### src/rtl/aes_block_sequencer_if.sv
// Purpose: stream and AES-core handshake bundle for aes_block_sequencer.
//   in_*   : input word stream (valid/ready), driven by the source
//   out_*  : output word stream (valid/ready), consumed by the sink
//   core_* : block hand-off to and result return from the external AES round core
//   master : the sequencer side; slave : the environment (streamers + core)
interface aes_block_sequencer_if #(
  parameter int unsigned DATA_W  = 32,
  parameter int unsigned BLOCK_W = 128
);
  logic [DATA_W-1:0]  in_data_i;
  logic               in_valid_i;
  logic               in_ready_o;
  logic [DATA_W-1:0]  out_data_o;
  logic               out_valid_o;
  logic               out_ready_i;
  logic               core_start_o;
  logic [BLOCK_W-1:0] core_block_o;
  logic [1:0]         core_key_size_o;
  logic               core_done_i;
  logic [BLOCK_W-1:0] core_block_i;

  modport master (
    input  in_data_i, in_valid_i, out_ready_i, core_done_i, core_block_i,
    output in_ready_o, out_data_o, out_valid_o, core_start_o, core_block_o, core_key_size_o
  );

  modport slave (
    output in_data_i, in_valid_i, out_ready_i, core_done_i, core_block_i,
    input  in_ready_o, out_data_o, out_valid_o, core_start_o, core_block_o, core_key_size_o
  );
endinterface

### src/rtl/aes_block_sequencer.sv
// Purpose: splits a job of data_size_i bytes into 128-bit blocks, feeds them to an external
//   AES round core and streams the results out, with ECB / CBC-encrypt / CTR chaining.
// Ports:
//   clk_i, rst_ni   clock, synchronous active-low reset
//   clear_i         synchronous soft clear (same effect as reset, wins over everything)
//   start_i         job start, sampled only in IDLE
//   data_size_i     job length in bytes (rounded up to whole blocks)
//   key_size_i      key mode, forwarded to the core
//   mode_i          00 ECB, 01 CBC-enc, 10 CTR, 11 ECB
//   iv_i            CBC IV / CTR initial counter
//   bus             streams + core handshake (master modport)
//   busy_o          job in progress
//   done_o          one-cycle end-of-job pulse
//   block_cnt_o     blocks fully emitted in the current job
module aes_block_sequencer #(
  parameter int unsigned DATA_W  = 32,
  parameter int unsigned BLOCK_W = 128,
  parameter int unsigned CTR_W   = 32
) (
  input  logic                  clk_i,
  input  logic                  rst_ni,
  input  logic                  clear_i,
  input  logic                  start_i,
  input  logic [31:0]           data_size_i,
  input  logic [1:0]            key_size_i,
  input  logic [1:0]            mode_i,
  input  logic [BLOCK_W-1:0]    iv_i,
  aes_block_sequencer_if.master bus,
  output logic                  busy_o,
  output logic                  done_o,
  output logic [31:0]           block_cnt_o
);

  localparam int unsigned NB_WORDS = BLOCK_W / DATA_W;
  localparam int unsigned CNT_W    = (NB_WORDS > 1) ? $clog2(NB_WORDS) : 1;
  localparam logic [CNT_W-1:0] LAST_WORD = CNT_W'(NB_WORDS - 1);
  localparam logic [BLOCK_W-1:0] CTR_MASK =
    (CTR_W >= BLOCK_W) ? {BLOCK_W{1'b1}} : ((BLOCK_W'(1) << CTR_W) - BLOCK_W'(1));
  localparam logic [1:0] MODE_CBC = 2'b01;
  localparam logic [1:0] MODE_CTR = 2'b10;

  typedef enum logic [2:0] {
    ST_IDLE,
    ST_LOAD,
    ST_CORE,
    ST_SEND,
    ST_FINISHED
  } state_e;

  state_e             state_q, state_d;
  logic [1:0]         mode_q, mode_d;
  logic [1:0]         key_q, key_d;
  logic [32:0]        blk_left_q, blk_left_d;
  logic [31:0]        block_cnt_q, block_cnt_d;
  logic [CNT_W-1:0]   word_cnt_q, word_cnt_d;
  logic [BLOCK_W-1:0] in_blk_q, in_blk_d;
  logic [BLOCK_W-1:0] out_blk_q, out_blk_d;
  logic [BLOCK_W-1:0] chain_q, chain_d;
  logic [BLOCK_W-1:0] ctr_q, ctr_d;
  logic [BLOCK_W-1:0] core_block_q, core_block_d;
  logic [DATA_W-1:0]  out_data_q, out_data_d;
  logic               in_ready_q, in_ready_d;
  logic               out_valid_q, out_valid_d;
  logic               core_start_q, core_start_d;
  logic               busy_q, busy_d;
  logic               done_q, done_d;

  logic [32:0]        nblk_c;
  logic [BLOCK_W-1:0] in_shift_c;

  // Block count rounded up, in 33 bits so a full 32-bit size cannot wrap.
  assign nblk_c     = (33'(data_size_i) + 33'd15) >> 4;
  // Words arrive MSB first, so each new word shifts in at the bottom.
  assign in_shift_c = (in_blk_q << DATA_W) | BLOCK_W'(bus.in_data_i);

  // Next-state, datapath and registered-output decode.
  always_comb begin
    state_d      = state_q;
    mode_d       = mode_q;
    key_d        = key_q;
    blk_left_d   = blk_left_q;
    block_cnt_d  = block_cnt_q;
    word_cnt_d   = word_cnt_q;
    in_blk_d     = in_blk_q;
    out_blk_d    = out_blk_q;
    chain_d      = chain_q;
    ctr_d        = ctr_q;
    core_block_d = core_block_q;

    case (state_q)
      ST_IDLE: begin
        if (start_i) begin
          mode_d      = mode_i;
          key_d       = key_size_i;
          blk_left_d  = nblk_c;
          block_cnt_d = '0;
          word_cnt_d  = '0;
          chain_d     = iv_i;
          ctr_d       = iv_i;
          state_d     = (nblk_c == 33'd0) ? ST_FINISHED : ST_LOAD;
        end
      end
      ST_LOAD: begin
        if (bus.in_valid_i && in_ready_q) begin
          in_blk_d = in_shift_c;
          if (word_cnt_q == LAST_WORD) begin
            word_cnt_d = '0;
            state_d    = ST_CORE;
            if (mode_q == MODE_CTR)      core_block_d = ctr_q;
            else if (mode_q == MODE_CBC) core_block_d = in_shift_c ^ chain_q;
            else                         core_block_d = in_shift_c;
          end else begin
            word_cnt_d = word_cnt_q + CNT_W'(1);
          end
        end
      end
      ST_CORE: begin
        // A done coincident with our own start pulse cannot be ours; ignore it.
        if (!core_start_q && bus.core_done_i) begin
          state_d = ST_SEND;
          if (mode_q == MODE_CTR) begin
            out_blk_d = in_blk_q ^ bus.core_block_i;
            ctr_d     = (ctr_q & ~CTR_MASK) | ((ctr_q + BLOCK_W'(1)) & CTR_MASK);
          end else begin
            out_blk_d = bus.core_block_i;
          end
          if (mode_q == MODE_CBC) chain_d = bus.core_block_i;
        end
      end
      ST_SEND: begin
        if (out_valid_q && bus.out_ready_i) begin
          out_blk_d = out_blk_q << DATA_W;
          if (word_cnt_q == LAST_WORD) begin
            word_cnt_d  = '0;
            block_cnt_d = block_cnt_q + 32'd1;
            blk_left_d  = blk_left_q - 33'd1;
            state_d     = (blk_left_q == 33'd1) ? ST_FINISHED : ST_LOAD;
          end else begin
            word_cnt_d = word_cnt_q + CNT_W'(1);
          end
        end
      end
      ST_FINISHED: state_d = ST_IDLE;
      default:     state_d = ST_IDLE;
    endcase

    // Outputs are decoded from the next state so they are flops aligned with state_q.
    in_ready_d   = (state_d == ST_LOAD);
    out_valid_d  = (state_d == ST_SEND);
    out_data_d   = (state_d == ST_SEND) ? out_blk_d[BLOCK_W-1 -: DATA_W] : '0;
    core_start_d = (state_d == ST_CORE) && (state_q != ST_CORE);
    done_d       = (state_d == ST_FINISHED);
    // Busy also covers the cycle leaving FINISHED so an empty job shows two busy cycles.
    busy_d       = (state_d != ST_IDLE) || (state_q != ST_IDLE);
  end

  // State and output registers; clear behaves exactly like reset.
  always_ff @(posedge clk_i) begin
    if (!rst_ni || clear_i) begin
      state_q      <= ST_IDLE;
      mode_q       <= '0;
      key_q        <= '0;
      blk_left_q   <= '0;
      block_cnt_q  <= '0;
      word_cnt_q   <= '0;
      in_blk_q     <= '0;
      out_blk_q    <= '0;
      chain_q      <= '0;
      ctr_q        <= '0;
      core_block_q <= '0;
      out_data_q   <= '0;
      in_ready_q   <= 1'b0;
      out_valid_q  <= 1'b0;
      core_start_q <= 1'b0;
      busy_q       <= 1'b0;
      done_q       <= 1'b0;
    end else begin
      state_q      <= state_d;
      mode_q       <= mode_d;
      key_q        <= key_d;
      blk_left_q   <= blk_left_d;
      block_cnt_q  <= block_cnt_d;
      word_cnt_q   <= word_cnt_d;
      in_blk_q     <= in_blk_d;
      out_blk_q    <= out_blk_d;
      chain_q      <= chain_d;
      ctr_q        <= ctr_d;
      core_block_q <= core_block_d;
      out_data_q   <= out_data_d;
      in_ready_q   <= in_ready_d;
      out_valid_q  <= out_valid_d;
      core_start_q <= core_start_d;
      busy_q       <= busy_d;
      done_q       <= done_d;
    end
  end

  assign bus.in_ready_o      = in_ready_q;
  assign bus.out_valid_o     = out_valid_q;
  assign bus.out_data_o      = out_data_q;
  assign bus.core_start_o    = core_start_q;
  assign bus.core_block_o    = core_block_q;
  assign bus.core_key_size_o = key_q;
  assign busy_o              = busy_q;
  assign done_o              = done_q;
  assign block_cnt_o         = block_cnt_q;

endmodule

### src/flat_wrapper.sv
// flat-port wrapper written by rule: the top's interface ports become plain ports
module aes_block_sequencer_flat 
#(
  parameter int unsigned DATA_W  = 32,
  parameter int unsigned BLOCK_W = 128,
  parameter int unsigned CTR_W   = 32
)
  (clk_i, rst_ni, clear_i, start_i, data_size_i, key_size_i, mode_i, iv_i, busy_o, done_o, block_cnt_o, bus_in_data_i, bus_in_valid_i, bus_out_ready_i, bus_core_done_i, bus_core_block_i, bus_in_ready_o, bus_out_data_o, bus_out_valid_o, bus_core_start_o, bus_core_block_o, bus_core_key_size_o);
  aes_block_sequencer_if #(.DATA_W(DATA_W), .BLOCK_W(BLOCK_W)) bus_i ();
  input  logic clk_i;
  input  logic rst_ni;
  input  logic clear_i;
  input  logic start_i;
  input  logic [31:0] data_size_i;
  input  logic [1:0] key_size_i;
  input  logic [1:0] mode_i;
  input  logic [BLOCK_W-1:0] iv_i;
  output logic busy_o;
  output logic done_o;
  output logic [31:0] block_cnt_o;
  input wire logic [$bits(bus_i.in_data_i)-1:0] bus_in_data_i;
  input wire logic [$bits(bus_i.in_valid_i)-1:0] bus_in_valid_i;
  input wire logic [$bits(bus_i.out_ready_i)-1:0] bus_out_ready_i;
  input wire logic [$bits(bus_i.core_done_i)-1:0] bus_core_done_i;
  input wire logic [$bits(bus_i.core_block_i)-1:0] bus_core_block_i;
  output wire logic [$bits(bus_i.in_ready_o)-1:0] bus_in_ready_o;
  output wire logic [$bits(bus_i.out_data_o)-1:0] bus_out_data_o;
  output wire logic [$bits(bus_i.out_valid_o)-1:0] bus_out_valid_o;
  output wire logic [$bits(bus_i.core_start_o)-1:0] bus_core_start_o;
  output wire logic [$bits(bus_i.core_block_o)-1:0] bus_core_block_o;
  output wire logic [$bits(bus_i.core_key_size_o)-1:0] bus_core_key_size_o;
  assign bus_i.in_data_i = bus_in_data_i;
  assign bus_i.in_valid_i = bus_in_valid_i;
  assign bus_i.out_ready_i = bus_out_ready_i;
  assign bus_i.core_done_i = bus_core_done_i;
  assign bus_i.core_block_i = bus_core_block_i;
  assign bus_in_ready_o = bus_i.in_ready_o;
  assign bus_out_data_o = bus_i.out_data_o;
  assign bus_out_valid_o = bus_i.out_valid_o;
  assign bus_core_start_o = bus_i.core_start_o;
  assign bus_core_block_o = bus_i.core_block_o;
  assign bus_core_key_size_o = bus_i.core_key_size_o;
  aes_block_sequencer #(.DATA_W(DATA_W), .BLOCK_W(BLOCK_W), .CTR_W(CTR_W)) u_core (.clk_i(clk_i), .rst_ni(rst_ni), .clear_i(clear_i), .start_i(start_i), .data_size_i(data_size_i), .key_size_i(key_size_i), .mode_i(mode_i), .iv_i(iv_i), .bus(bus_i), .busy_o(busy_o), .done_o(done_o), .block_cnt_o(block_cnt_o));
endmodule
### config.mk
export PLATFORM = sky130hd
export DESIGN_NAME = aes_block_sequencer_flat
export DESIGN_NICKNAME = d
export VERILOG_FILES = /design/src/rtl/aes_block_sequencer_if.sv /design/src/rtl/aes_block_sequencer.sv /design/src/flat_wrapper.sv
export SDC_FILE = /design/constraint.sdc
export NUM_CORES = 2
export LEC_CHECK = 0
export BUFFER_PORTS_ARGS = -buffer_cell sky130_fd_sc_hd__buf_2
export CAP_MARGIN = 5
export CORE_MARGIN = 2
export CORE_UTILIZATION = 40
export CTS_CLUSTER_DIAMETER = 120
export CTS_CLUSTER_SIZE = 20
export DETAILED_ROUTE_END_ITERATION = 8
export HOLD_SLACK_MARGIN = 0.02
export SLEW_MARGIN = 20
export SYNTH_ARGS = -nofsm -noshare
export SYNTH_HDL_FRONTEND = slang
export SYNTH_SLANG_ARGS = --single-unit
### constraint.sdc
create_clock -name clk_i -period 2.95 [get_ports clk_i]
set_input_delay 0.4425 -clock clk_i [delete_from_list [all_inputs] [get_ports clk_i]]
set_output_delay 0.4425 -clock clk_i [all_outputs]
set_load 0.01 [all_outputs]
== After elaboration in Yosys (flattened, before gate mapping) ==
Cells that the tools add are included.

* Flip-flop bits (word level): 751
* Input bits: 331
* Output and inout port bits: 199
* Logic and storage cells: 107

* Add/sub/neg operators: 5
* Equality and inequality tests: 19
* Mux-type cells: 35
* Bitwise logic cells: 5
* Reductions and logical operators: 25

{| class="wikitable"
|+ Operators by type and width
! cell !! count
|-
| $mux 128 || 10
|-
| $pmux 128 s2 || 3
|-
| $or 128x32->128 || 2
|-
| $xor 128x128->128 || 2
|-
| $mux 33 || 3
|-
| $mux 32 || 3
|-
| $pmux 33 s2 || 1
|-
| $add 32x1->32 const B || 2
|-
| $pmux 32 s2 || 1
|-
| $add 32x4->33 const B || 1
|-
| $eq 33x1->1 const B || 1
|-
| $logic_not 33->1 || 1
|-
| $sub 33x1->33 const B || 1
|-
| $mux 3 || 8
|-
| $reduce_and 4->1 || 4
|-
| $eq 3x2->1 const B || 4
|-
| $ne 2x1->1 const B || 6
|-
| $pmux 3 s4 || 1
|-
| $reduce_bool 3->1 || 3
|-
| $mux 2 || 4
|-
| $eq 3x1->1 const B || 2
|-
| $pmux 2 s3 || 1
|-
| $reduce_and 3->1 || 2
|-
| $reduce_bool 2->1 || 3
|-
| 13 further kinds || 20
|}

== Logic depth before layout (Yosys ltp) ==
* Word-level depth: 8
* Depth in mapped cells: 12
* Gate-level depth less buffers: 10

== Worst setup path after synthesis ==
OpenSTA, ideal clock, no wires.

* Kind: input to register
* From: input data_size_i[2]
* To: register u_core.in_ready_q, in the netlist u_core.bus.in_ready_o
* Library setup time: 0.133 ns
* Arrival: 2.277 ns
* Data required time: 2.817 ns
* Slack: 0.540 ns
* Cell stages on the path: 8
* Buffers on the path: 0
* Cell sequence: o41a_1 nand3_2 nor2_1 or3_1 a221oi_1 nand4_1 o2bb2a_2 nor4b_1

* Cells in the longest elaborated chain, start to end: 6

{| class="wikitable"
|+ RTL lines
! what !! RTL line !! RTL
|-
| start, declared || flat_wrapper.sv:14 || <nowiki>input logic [31:0] data_size_i;</nowiki>
|-
| $add 32x4->33 || aes_block_sequencer.sv:72 || <nowiki>assign nblk_c = (33'(data_size_i) + 33'd15) >> 4;</nowiki>
|-
| $logic_not 33->1 || aes_block_sequencer.sv:100 || <nowiki>state_d = (nblk_c == 33'd0) ? ST_FINISHED : ST_LOAD;</nowiki>
|-
| $mux 3 || aes_block_sequencer.sv:100 ||
|-
| $mux 3 || aes_block_sequencer.sv:92 || <nowiki>if (start_i) begin</nowiki>
|-
| $pmux 3 s4 || aes_block_sequencer.sv:90 || <nowiki>case (state_q)</nowiki>
|-
| $eq 3x1->1 || aes_block_sequencer.sv:148 || <nowiki>in_ready_d = (state_d == ST_LOAD);</nowiki>
|-
| end signal, assigned || aes_block_sequencer.sv:190 || <nowiki>in_ready_q <= in_ready_d;</nowiki>
|-
| end, declared || aes_block_sequencer.sv:62 || <nowiki>logic in_ready_q, in_ready_d;</nowiki>
|}

No other way between the ends.
A chain may end at the register's enable or synchronous reset.

== Worst setup path in the final report ==
* From: register u_core.blk_left_q[4]
* To: register u_core.core_start_q, in the netlist u_core.bus.core_start_o

* Cells in the longest elaborated chain, start to end: 7

{| class="wikitable"
|+ RTL lines
! what !! RTL line !! RTL
|-
| start, declared || aes_block_sequencer.sv:53 || <nowiki>logic [32:0] blk_left_q, blk_left_d;</nowiki>
|-
| start signal, assigned || aes_block_sequencer.sv:181 || <nowiki>blk_left_q <= blk_left_d;</nowiki>
|-
| $eq 33x1->1 || aes_block_sequencer.sv:137 || <nowiki>state_d = (blk_left_q == 33'd1) ? ST_FINISHED : ST_LOAD;</nowiki>
|-
| $mux 3 || aes_block_sequencer.sv:137 ||
|-
| $mux 3 || aes_block_sequencer.sv:133 || <nowiki>if (word_cnt_q == LAST_WORD) begin</nowiki>
|-
| $mux 3 || aes_block_sequencer.sv:131 || <nowiki>if (out_valid_q && bus.out_ready_i) begin</nowiki>
|-
| $pmux 3 s4 || aes_block_sequencer.sv:90 ||
|-
| $eq 3x2->1 || aes_block_sequencer.sv:151 || <nowiki>core_start_d = (state_d == ST_CORE) && (state_q != ST_CORE);</nowiki>
|-
| $logic_and 1x1->1 || aes_block_sequencer.sv:151 ||
|-
| end signal, assigned || aes_block_sequencer.sv:192 || <nowiki>core_start_q <= core_start_d;</nowiki>
|-
| end, declared || aes_block_sequencer.sv:64 || <nowiki>logic core_start_q, core_start_d;</nowiki>
|}

No other way between the ends.

==> impl_metrics.toml <==
[status]
status = "complete, no violations"

[synth]
synth_xor_xnor_area_share = 0.05067
ys.flop_type = "dfxtp_1"
synth-seq-cells = 751
async_reset_ff_frac = 0
syn-num-nets = 4869
synth_top_family_by_area = "simple AND/OR/NAND/NOR gates"
synth_fa_ha_area_frac = 0.001774
synthSimpleGateAreaFrac = 0.2432
synthesis.area_mm2 = 0.03527
synth_compound_area_frac = 0.1965
synth_warnings = 0
yosysSeqAreaShare = 0.4263
synthDistinctLibCells = 68
synth_mux_area_frac = 0.03924
synth_cells = 4533
synth_edf_count = 0
avgSynthCellArea_um2 = 7.780

[pwr]
p_leak_nw = 15.21
pwr-share-comb = 0.097
pwr-share-seq = 0.553
internal_power_mw = 13.84
power_switching_share = 0.2651
pwr-share-clk = 0.350
p_switching_mw = 4.993
power.density_mw_per_mm2 = 464.9
peakVddDrop_v = 0.0003635

[clocking]
clock_latency_ns = 0.63
cts_buffer_depth = 3
htreeDepth = 2
cts_tree = "yes"
cts_buffers = 44
root_buffer = "clkbuf_16"
clk_pin_slew_worst_paths_ns = 0.09
cts.sinks = 751
cts_hold_buf = 0

[timing]
fmax_mhz = 370.3
min_period_over_period = 0.9155
fin_skew_ns = 0.03360
finalHoldViolCount = 0
rsz0062_at_grt = "false"
relSlewSlack = 0.2132
tightest_slew_ns = 1.180
finalSetupTns_ns = 0
min_period_ns = 2.701
finalMaxSlewViolations = 0
finalWorstSetupSlack_ns = 0.2494
finalSetupViolCount = 0

[worst_setup_path]
critPathLaunch = "u_core.blk_left_q[4]"
critPathKind = "flip-flop to flip-flop"
worstPathArrival_ns = 3.24
endpoint_kind = "flip-flop"
r2r-start = "u_core.blk_left_q[4]"
rr_worst_depth = 8
crit_fanout = 35
cp.required_ns = 3.49
startpoint_type = "flip-flop"
r2r-end = "u_core.bus.core_start_o"
r2r_slack_ns = 0.25

[global_route]
grt_pass1_vias = 30510
grtUsageTotal = 0.2836
gr-total-overflow = 0
grt_first_pass_wirelength_um = 196600
antenna_found_initial = 17
grt_max_degree = 163

[placement]
gp_congestion = 0.8959
hpwl_um = 96090
portBuffers = 529
dpl_worst_slack_ns = 0.1830

[worst_hold_path]
hp-start = "iv_i[33]"
hold_end = "u_core.ctr_q[33]"
whs_path_depth = 3
hp-class = "primary input to flip-flop"

[detailed_routing]
dr.pass1.iters = 6
ant_nets = 0
drt_iter0_drc = 3349
drt-total-wl_um = 134700
vias_per_cell = 5.696
route.detailed.drc = 0
wl_per_cell_um = 22.43
vias = 34210

[flow_run]
maxCapViolations = 0

[floorplanning]
die_area_mm2 = 0.09055
num_io_pins = 530
initial_utilization = 0.4052
rows = 108
core_area_mm2 = 0.08702
die_h_um = 300.9
chipWidth_um = 300.9

[finish]
layout-drive-gt1-share = 0.1745
postLayoutCoreUtil = 0.4655
area_delta_synth_final_pct = 14.88
nets = 5172
[Yosys cell counts (all sizes together), types with 2 or more instances]
library cell	n	area (um^2)
xor2	142	1244
nand3	47	245.2
xnor2	62	543.0
nor3	165	857.1
a21o	3	22.52
a22oi	76	570.6
nand4	20	125.1
inv	9	33.78
and2	44	275.3
and3	183	1145
dfxtp	751	15030
and4	10	87.58
or3	10	62.56
mux2	122	1374
buf	52	236.5
a221oi	69	604.3
nor2b	4	25.02
a211oi	149	1124
o211ai	4	30.03
a21oi	537	2688
nor4	17	146.4
ha	5	62.56
o41ai	2	17.52
nor3b	2	15.01
o221ai	2	17.52
o21ai	84	420.4
o31ai	3	22.52
or4	4	30.03
nor2	520	1954
a311oi	131	1147
nor4b	3	26.28
or2	6	37.53
a31oi	9	56.30
a31o	2	17.52
nand2	922	3463
clkbuf	325	1220
nand3b	2	15.01
nand2b	5	31.28
o22ai	12	75.07
a22o	2	17.52
[registers in the layout, summed over array words and instances, names as in the netlist]
signal and count:
u_core.state_q 3, u_core.word_cnt_q 2, u_core.mode_q 2, u_core.bus.core_key_size_o 2, u_core.busy_o 1, u_core.bus.core_start_o 1
u_core.bus.core_block_o 128, u_core.out_blk_q 128, u_core.in_blk_q 128, u_core.bus.in_ready_o 1, u_core.block_cnt_o 32, u_core.blk_left_q 33
u_core.bus.out_valid_o 1, u_core.bus.out_data_o 32, u_core.ctr_q 128, u_core.done_o 1, u_core.chain_q 128
[metal layers]
metal,GRT usage,routed length (um),part of all wire,vias up
met5,0,83,0.00062,-
met4,0.1110,5319,0.039,12
met3,0.03211,8387,0.062,215
met2,0.4582,62650,0.47,1181
met1,0.3869,58240,0.43,16370
li1,-,-,-,16430
[per-stage QoR]
stage / power [mW] / hold slack (ns) / area [um^2] / cells
2_1_floorplan: 11.61 / 0.4338 / 35270 / 4533
3_3_place_gp: 12.45 / 0.4388 / 39250 / 5945
3_5_place_dp: 12.46 / 0.4439 / 39250 / 5945
4_1_cts: 18.93 / 0.03031 / 40480 / 5997
5_1_grt: 19.41 / 0.05025 / 40510 / 6003
6_report: 18.83 / 0.06569 / 40510 / 6005
[final cells by class]
class | instances | area [um^2]
fill | 8840 | 46510
tap | 1155 | 1445
inverter | 9 | 33.78
clock buffer | 47 | 1155
sequential | 751 | 15040
clock inverter | 5 | 76.32
antenna | 8 | 20.02
multi-input combinational | 3396 | 18840
timing repair buffer | 634 | 3899
[worst max-delay path by stage]
stage	to	slack (ns)
finish	u_core.bus.core_start_o	0.25
global route	u_core.block_cnt_o[16]	0.06
CTS	u_core.bus.core_start_o	0.14
detailed placement	u_core.bus.core_start_o	0.18
global placement	u_core.bus.in_ready_o	0.25
floorplan	u_core.bus.in_ready_o	0.54
[critical path, stage by stage, from the launching register on]
cell,delay [ns]
dfxtp_1,0.36
or4_1,0.68
nor3_4,0.29
nand4_1,0.17
nor2_1,0.24
nand2_1,0.11
a31o_4,0.39
a21oi_1,0.22
and3_1,0.17
[kinds of logic (layout without fill, tap and decap cells)]
logic type	after synthesis	in the layout
other	0	8
AOI/OAI and AO/OA	1096	1096
and+or+nand+nor	1968	1968
buffers and inverters	386	695
xor gates and xnor gates	204	204
adders and majority gates	5	5
DFF	751	751
muxes	123	123
[cell usage in the layout (no fill, tap or decap), drive strengths merged, types with 4 or more instances in the layout]
cell type	count
diode	8
ha	5
nor2	520
nor3	165
nand2b	5
o211ai	4
a311oi	131
a21oi	537
or2	6
o22ai	12
and4	10
a211oi	149
o21ai	84
inv	11
a22oi	76
xnor2	62
and3	183
mux2	122
nand2	922
clkbuf	47
nor4	17
or3	10
nor2b	4
nand3	47
and2	44
buf	634
nand4	20
dfxtp	751
or4	4
a31oi	9
xor2	142
a221oi	69
[power groups by stage]
stage	Sequential, mW	Clock [mW]	Combinational [mW]
3_3_place_gp	10.6	0	1.81
6_report	10.4	6.59	1.82
4_1_cts	10.4	6.70	1.82
2_1_floorplan	10.6	0	0.996
3_5_place_dp	10.6	0	1.81
5_1_grt	10.4	7.00	1.98
[repair_timing]
| item | CTS | global route |
|---|---|---|
| buffers inserted | 0 | 0 |
| endpoints found under the setup margin | 0 | 1 |
| gates resized for setup | 0 | 1 |
Power figures use the tool's default switching activity.
